--- config.mk ---
export PLATFORM = sky130hd
export DESIGN_NAME = blk_sequencer
export DESIGN_NICKNAME = d
export VERILOG_FILES = /design/src/rtl/blk_pkg.sv /design/src/rtl/blk_mod_cnt.sv /design/src/rtl/blk_sequencer.sv
export SDC_FILE = /design/constraint.sdc
export NUM_CORES = 1
export LEC_CHECK = 0
export BUFFER_PORTS_ARGS = -buffer_cell sky130_fd_sc_hd__buf_4
export CORE_MARGIN = 5
export CORE_UTILIZATION = 53
export CTS_CLUSTER_SIZE = 12
export DETAILED_ROUTE_END_ITERATION = 10
export HOLD_SLACK_MARGIN = 0.05
export PLACE_DENSITY = 0.84
export SETUP_SLACK_MARGIN = 0.05
export SLEW_MARGIN = 20
export SYNTH_ARGS = -nofsm -noshare
export SYNTH_HDL_FRONTEND = slang
export SYNTH_SLANG_ARGS = --single-unit
--- constraint.sdc ---
create_clock -name clk_i -period 1.6 [get_ports clk_i]
set_input_delay 0.24 -clock clk_i [delete_from_list [all_inputs] [get_ports clk_i]]
set_output_delay 0.24 -clock clk_i [all_outputs]
set_load 0.005 [all_outputs]
--- src/rtl/blk_pkg.sv ---
// rtl/blk_pkg.sv - shared FSM state type and default geometry for the block sequencer
package blk_pkg;

  typedef enum logic [1:0] {
    ST_WAIT_VS = 2'd0,
    ST_ACTIVE  = 2'd1,
    ST_VDELAY  = 2'd2,
    ST_ERR     = 2'd3
  } blk_state_e;

  localparam int DEF_HBLKS = 10;
  localparam int DEF_VBLKS = 10;
  localparam int DEF_BW    = 30;
  localparam int DEF_BH    = 30;
  localparam int DEF_VDLY  = 8;

endpackage

--- src/rtl/blk_mod_cnt.sv ---
// rtl/blk_mod_cnt.sv - modulo-MOD counter with clear, enable and terminal-count flag
module blk_mod_cnt #(
  parameter int MOD = 2,
  parameter int W   = (MOD > 1) ? $clog2(MOD) : 1
) (
  input  logic         clk_i,
  input  logic         rst_i,
  input  logic         clr_i,
  input  logic         en_i,
  output logic [W-1:0] cnt_o,
  output logic         tc_o
);

  assign tc_o = (cnt_o == W'(MOD - 1));

  always_ff @(posedge clk_i or posedge rst_i) begin
    if (rst_i) begin
      cnt_o <= '0;
    end else if (clr_i) begin
      cnt_o <= '0;
    end else if (en_i) begin
      cnt_o <= tc_o ? '0 : cnt_o + W'(1);
    end
  end

endmodule

--- src/rtl/blk_sequencer.sv ---
// rtl/blk_sequencer.sv - frame/line/block boundary sequencer feeding a block accumulator
module blk_sequencer
  import blk_pkg::*;
#(
  parameter int HBLKS = DEF_HBLKS,
  parameter int VBLKS = DEF_VBLKS,
  parameter int BW    = DEF_BW,
  parameter int BH    = DEF_BH,
  parameter int VDLY  = DEF_VDLY
) (
  input  logic                     clk_i,
  input  logic                     rst_i,
  input  logic                     de_i,
  input  logic                     vs_i,
  output logic                     h_save_o,
  output logic                     v_save_o,
  output logic [$clog2(HBLKS)-1:0] hblk_o,
  output logic [$clog2(VBLKS)-1:0] vblk_o,
  output logic                     frame_o,
  output logic                     err_o
);

  localparam int PW = (BW > 1) ? $clog2(BW) : 1;
  localparam int HW = $clog2(HBLKS);
  localparam int LW = (BH > 1) ? $clog2(BH) : 1;
  localparam int VW = $clog2(VBLKS);
  localparam int DW = $clog2(VDLY);

  blk_state_e    state;
  logic          vs_q;
  logic          de_q;
  logic          line_full;
  logic [DW-1:0] dcnt;

  logic          vs_rise;
  logic          de_fall;
  logic          active;
  logic          line_ok;
  logic          pix_tc;
  logic          hblk_tc;
  logic          line_tc;
  logic          vblk_tc;
  logic [PW-1:0] pix_cnt;
  logic [LW-1:0] line_cnt;
  logic          unused_cnt;

  assign vs_rise  = vs_i & ~vs_q;
  assign de_fall  = de_q & ~de_i;
  assign active   = (state == ST_ACTIVE);
  // line_full marks that all HBLKS*BW pixels of the line have been seen
  assign h_save_o = active & de_i & pix_tc & ~line_full;
  assign line_ok  = active & de_fall & line_full;

  assign unused_cnt = ^{pix_cnt, line_cnt};

  blk_mod_cnt #(.MOD(BW), .W(PW)) u_pix_cnt (
    .clk_i (clk_i),
    .rst_i (rst_i),
    .clr_i (vs_rise | de_fall),
    .en_i  (active & de_i & ~line_full),
    .cnt_o (pix_cnt),
    .tc_o  (pix_tc)
  );

  blk_mod_cnt #(.MOD(HBLKS), .W(HW)) u_hblk_cnt (
    .clk_i (clk_i),
    .rst_i (rst_i),
    .clr_i (vs_rise | de_fall),
    .en_i  (h_save_o),
    .cnt_o (hblk_o),
    .tc_o  (hblk_tc)
  );

  blk_mod_cnt #(.MOD(BH), .W(LW)) u_line_cnt (
    .clk_i (clk_i),
    .rst_i (rst_i),
    .clr_i (vs_rise),
    .en_i  (line_ok),
    .cnt_o (line_cnt),
    .tc_o  (line_tc)
  );

  blk_mod_cnt #(.MOD(VBLKS), .W(VW)) u_vblk_cnt (
    .clk_i (clk_i),
    .rst_i (rst_i),
    .clr_i (vs_rise),
    .en_i  (v_save_o),
    .cnt_o (vblk_o),
    .tc_o  (vblk_tc)
  );

  always_ff @(posedge clk_i or posedge rst_i) begin
    if (rst_i) begin
      state     <= ST_WAIT_VS;
      vs_q      <= 1'b1;  // a vs_i already high at release is not a frame start
      de_q      <= 1'b0;
      line_full <= 1'b0;
      dcnt      <= '0;
      v_save_o  <= 1'b0;
      frame_o   <= 1'b0;
      err_o     <= 1'b0;
    end else begin
      vs_q     <= vs_i;
      de_q     <= de_i;
      v_save_o <= 1'b0;
      frame_o  <= 1'b0;

      if (vs_rise || de_fall) begin
        line_full <= 1'b0;
      end else if (h_save_o && hblk_tc) begin
        line_full <= 1'b1;
      end

      case (state)
        ST_WAIT_VS: begin
          if (vs_rise) begin
            state <= ST_ACTIVE;
          end
        end
        ST_ACTIVE: begin
          if (vs_rise) begin
            err_o <= 1'b1;
          end else if ((de_i && line_full) || (de_fall && !line_full)) begin
            err_o <= 1'b1;
            state <= ST_ERR;
          end else if (line_ok && line_tc) begin
            dcnt  <= '0;
            state <= ST_VDELAY;
          end
        end
        ST_VDELAY: begin
          // v_save_o lands VDLY cycles after the de_i fall; stay here through that pulse
          if (vs_rise) begin
            err_o <= 1'b1;
            state <= ST_ACTIVE;
          end else if (de_i) begin
            err_o <= 1'b1;
            state <= ST_ERR;
          end else if (v_save_o) begin
            frame_o <= vblk_tc;
            state   <= vblk_tc ? ST_WAIT_VS : ST_ACTIVE;
          end else begin
            dcnt <= dcnt + DW'(1);
            if (dcnt == DW'(VDLY - 2)) begin
              v_save_o <= 1'b1;
            end
          end
        end
        ST_ERR: begin
          // the vs_i edge that ends ERR also starts the new frame
          if (vs_rise) begin
            state <= ST_ACTIVE;
          end
        end
      endcase
    end
  end

endmodule

---- After elaboration in Yosys (flattened, before gate mapping) ----
Cells that the tools add are included.
storage, ports and cells
  flip-flop bits (word level) ............. 29
  bits of input ports ..................... 4
operators by class
  add/subtract/negate cells ............... 5
  eq/ne operators ......................... 19
  mux-type cells .......................... 44
  bitwise gates (word level) .............. 12
  reductions and logical operators ........ 18
operator list
  cell                                                    count
  two-way mux 5 bit                                       6
  two-way mux 4 bit                                       6
  two-way mux 3 bit                                       6
  two-way mux 1 bit                                       16
  two-way mux 2 bit                                       7
  nonzero test 2 bit                                      6
  adder 5 x 1 -> 5 bit (second input constant)            2
  == test 5 bit (second input constant)                   2
  inequality test 2 bit (second input constant)           5
  adder 4 x 1 -> 4 bit (second input constant)            2
  bitwise AND 1 bit                                       8
  == test 4 bit (second input constant)                   2
  AND reduction 7 bit                                     1
  one-hot mux 2 bit (3 select lines)                      1
  one-hot mux 3 bit (2 select lines)                      1
  == test 2 bit (second input constant)                   2
  logical AND 1 bit                                       4
  inequality test 2 x 1 -> 1 bit (second input constant)  2
  inequality test 4 bit (second input constant)           1
  AND reduction 4 bit                                     1
  adder 3 x 1 -> 3 bit (second input constant)            1
  == test 3 bit (second input constant)                   1
  inequality test 3 x 1 -> 1 bit (second input constant)  1
  inequality test 3 x 2 -> 1 bit (second input constant)  1
  10 further kinds                                        13

---- Logic depth before layout (Yosys ltp) ----
  depth in word-level cells ............... 9
  gate-level depth with buffers ........... 7

---- Cells and area by module ----
A second synthesis with hierarchy kept.
second synthesis, totals
  cell total of the unflattened synthesis .. 187
  area, all modules ....................... 1776.7 um^2
modules (own cells, without submodules)
  module                         times used  cells each  area each (um^2)  seq. area each (um^2)
  blk_sequencer                  1           71          678.2             276.5
  blk_mod_cnt at u_line_cnt ...  2           32          302.8             125.1
  blk_mod_cnt at u_hblk_cnt ...  2           26          246.5             100.1

---- Least setup slack after synthesis ----
Ideal clock, no wire load.
  path type ............................... reg-to-reg
  start point ............................. register state[0]
  end point ............................... register dcnt[0]
  setup time .............................. 0.126 ns
  data arrival time ....................... 1.637 ns
  path slack .............................. -0.163 ns
  stages on the path, launching flop included .. 7
  buffers on the path ..................... 0
  path through ............................ dfrtp_1 inv_1 ha_1 and4bb_1 a21oi_1 a21o_1 a221o_1
between the ends
  cells in the longest elaborated chain, start to end .. 6
  elaborated cells between the ends (all ways) .. 14
RTL lines
  element                                          line                                       source
  start, declared                                  blk_sequencer.sv:29                        blk_state_e state;
  start signal, assigned                           blk_sequencer.sv:141                       state <= vblk_tc ? ST_WAIT_VS : ST_ACTIVE;
  == test 2 x 1 -> 1 bit                           blk_sequencer.sv:49, blk_sequencer.sv:114
  bitwise AND 1 bit (2 in a row)                   blk_sequencer.sv:52                        assign line_ok = active & de_fall & line_full;
  logical AND 1 bit                                blk_sequencer.sv:126                       end else if (line_ok && line_tc) begin
  inequality test 2 x 1 -> 1 bit (no source line)  --
  AND reduction 7 bit (no source line)             --
  end signal, assigned                             blk_sequencer.sv:143                       dcnt <= dcnt + DW'(1);
  end, declared                                    blk_sequencer.sv:33                        logic [DW-1:0] dcnt;
Several ways; a longest one is shown, not always the timed one.
A chain may end at the register's enable or synchronous reset.

---- Final worst setup path ----
Same ends and word-level chain as after synthesis.

==> metrics <==
worst-margin pin slew approximately 0.57 ns; most common cell in the netlist dfrtp_1; Synth cell types 48; status finished, violations left; final hold vios 0; syn_nets roughly 200; Synth top cells by count dfrtp_1 (28), nor2_1 (22), a21oi_1 (20), ha_1 (13), nand2_1 (13); Final ANT Viol Nets 0; Top-Level Pins 16; Clock Skew about 0.020 ns; Hold EP de_q$_DFF_PP0_; Ys Warns 0; n_diodes 0; met3 WL approximately 190 microns; Fmax between 500 and 600 MHz; R2R depth 6; clock share of power 0.225; via/cell ratio slightly below 6; Mapped Avg Cell Area between 9 and 10 sq um; number of synthesized flops with an enable pin 0; Hold Crit Start de_i; crit path kind reg -> reg; ys async rst share 1.000; CP startpoint kind flop; clock sink count 29; dominant cell type by area after synthesis dfrtp_1; M1 WL between 1.5 and 2 mm; crit path max fanout 3; DRC violations left 0; leakage power about 1.1 nW; dpl hpwl 3.082 mm; Yosys top cell area share 0.4073; port bufs 15; Total Wirelength 4.390 mm; Final setup viols 6; Reg2Reg Setup Slack -0.09 ns; max-cap viol count 0; RSZ-0062 raised after global routing true; Peak VDD IR 915.3 uV; minimum clock period 1.692 ns; number of global-route vias before repair between 1500 and 2000; first-pass GRT wire length 7.362 mm; initial antenna violation count 0; wire per inst 15.62 microns; area growth from synthesis to layout 33.60%; DRT Pass-1 Iters 4; row cnt 20; Power Density about 1100 mW/mm^2; Num CTS Buffers 5; cells after synthesis 186; #FFs+latches synth 29; Via Count 1624; Reg2Reg Launch Point state[0]$_DFFE_PP0P_; Max Root-Sink Buffers 2; fin worst setup slack -0.09182 ns; RR Endpoint dcnt[0]$_DFFE_PP0P_; Iteration-0 DRC Markers about 120; core region area 0.003078 sq mm; Max Used Layer met4; gr usage total 0.2144; GR Overflow Total 0; Skew-Pair Late Insertion Delay roughly 0.33 ns; switching share of power 0.3388; post-synthesis sequential area ratio 0.4225; type of the tightest min-delay check in -> reg; internal power ~0.0017 W; gpl congestion approximately 0.92; CP required approximately 1.8 ns; share of cells above drive strength 1 0.3333; slew margin rel. 0.6215; Initial Util 0.5589; post-synthesis cell area between 0.0015 and 0.002 sq mm; H-tree depth 2; clock-pin slew on the worst setup and hold paths 0.10 ns; cells taking the most area after synthesis dfrtp_1 (41%), ha_1 (9.5%), a21oi_1 (5.8%); Hold Path Depth 1; Sw Pwr slightly below 0.0009 W; Reg power frac 0.336; routed wl met2 around 2.3 mm; die width between 60 and 70 microns; ys flop type dfrtp_1; failing checks negative setup slack; Die ar. 0.004486 sq mm; Setup crit end kind flop; pin count of the biggest net entering global routing 18; Final nets 253; final clock period utilization by the worst path 1.057; Logic pwr share 0.439; overall power after layout 0.002585 W; Die Ht 66.98 microns; clk root buf clkbuf_4; post-layout util 0.7467; Worst Path Arrival between 1.5 and 2 ns; pins over their slew limit 0; CTS tree yes
==> flip-flops by register name, indices dropped and copies added, names as in the netlist <==
register and flops:
u_vblk_cnt.cnt_o 4, frame_o 1, err_o 1, u_line_cnt.cnt_o 5, v_save_o 1, state 2, u_pix_cnt.cnt_o 5, line_full 1
dcnt 3, u_hblk_cnt.cnt_o 4, vs_q 1, de_q 1
==> stage by stage <==
step	instance area (sq um)	setup WS [ns]	TNS, ns	hold slack (ns)	cells
after floorplan	1740	-0.008108	-0.008108	0.2445	186
after global placement	2073	-0.000007327	-0.000007327	0.3089	264
after detailed placement	2073	-0.06529	-0.1232	0.3264	264
after CTS	2237	-0.09159	-0.2502	0.09662	281
after global routing	2298	-0.1513	-0.8331	0.1081	281
final	2298	-0.09182	-0.3459	0.1109	281
==> cell type report <==
cell class / count / area, sq um
fillers: 207 / 779.5
well taps: 44 / 55.05
flip-flops and latches: 29 / 728.2
clock inverters: 2 / 35.03
inverters: 11 / 41.29
clock buffers: 6 / 41.29
multi-input cells: 140 / 1012
repair buffers: 49 / 385.4
==> power by group through the flow <==
| stage | clock [W] | combinational, W | sequential [W] |
|---|---|---|---|
| 5_1_grt | 0.000625 | 0.00122 | 0.000879 |
| 2_1_floorplan | 0 | 0.000641 | 0.000865 |
| 3_5_place_dp | 0 | 0.000971 | 0.000876 |
| 3_3_place_gp | 0 | 0.000903 | 0.000868 |
| 6_report | 0.000581 | 0.00113 | 0.000869 |
| 4_1_cts | 0.000589 | 0.00108 | 0.000861 |
==> timing repair <==
| action | 4_1_cts | 5_1_grt |
|---|---|---|
| hold buffers | 2 | 0 |
| pin swaps | 8 | 5 |
| endpoints found under the setup margin | 18 | 18 |
| setup buffers | 7 | 0 |
| resized for setup | 4 | 14 |
| hold endpoints to repair | 12 | 0 |
==> worst max-delay path, stage by stage, from the launching register on <==
cell      delay [ns]
dfrtp_1         0.42
inv_2           0.08
ha_4            0.19
and4bb_1        0.29
a21oi_2         0.09
a21o_1          0.19
a221o_1         0.31
==> kinds of logic (layout without fill, tap and decap cells) <==
| kind of cell | Yosys count | after routing | share of synthesized area |
|---|---|---|---|
| multiplexers | 4 | 4 | 0.02691 |
| flip-flops | 29 | 29 | 0.4225 |
| AND/OR/NAND/NOR | 76 | 76 | 0.2371 |
| buffers and inverters | 17 | 68 | 0.04364 |
| adder cells (fa/ha/maj) | 13 | 13 | 0.09455 |
| AO/OA/AOI/OAI | 47 | 47 | 0.1753 |
==> cells in the final DEF, fill, tap and decap left out, types with 3 or more instances in the layout <==
| master | synthesis | routed |
|---|---|---|
| buf_4 | 0 | 46 |
| nor2_1 | 22 | 21 |
| nor3_1 | 8 | 5 |
| nor3_2 | 0 | 3 |
| ha_1 | 13 | 10 |
| or3_1 | 3 | 3 |
| a21oi_1 | 20 | 15 |
| ha_4 | 0 | 3 |
| nand3_1 | 4 | 3 |
| dfrtp_1 | 28 | 27 |
| o21ai_0 | 5 | 5 |
| nand3b_1 | 4 | 4 |
| nand2_1 | 13 | 13 |
| clkbuf_4 | 0 | 5 |
| inv_1 | 11 | 9 |
| a21oi_2 | 0 | 5 |
| nand2b_1 | 4 | 4 |
==> worst max path at each step <==
stage	slack, ns	endpoint	startpoint
after floorplan	-0.008	u_hblk_cnt.cnt_o[2]$_DFFE_PP0P_	state[1]$_DFFE_PP0P_
after global placement	-0.000007	dcnt[0]$_DFFE_PP0P_	state[0]$_DFFE_PP0P_
after detailed placement	-0.07	dcnt[0]$_DFFE_PP0P_	state[0]$_DFFE_PP0P_
after CTS	-0.09	dcnt[0]$_DFFE_PP0P_	state[1]$_DFFE_PP0P_
after global routing	-0.15	dcnt[0]$_DFFE_PP0P_	state[0]$_DFFE_PP0P_
final	-0.09	dcnt[0]$_DFFE_PP0P_	state[0]$_DFFE_PP0P_
==> layer usage <==
metal  vias up  track usage
li1        776            -
met1       799       0.2646
met2        43       0.3824
met3         6      0.03710
met4         0      0.05570
met5         -            0
Power figures use the tool's default switching activity.
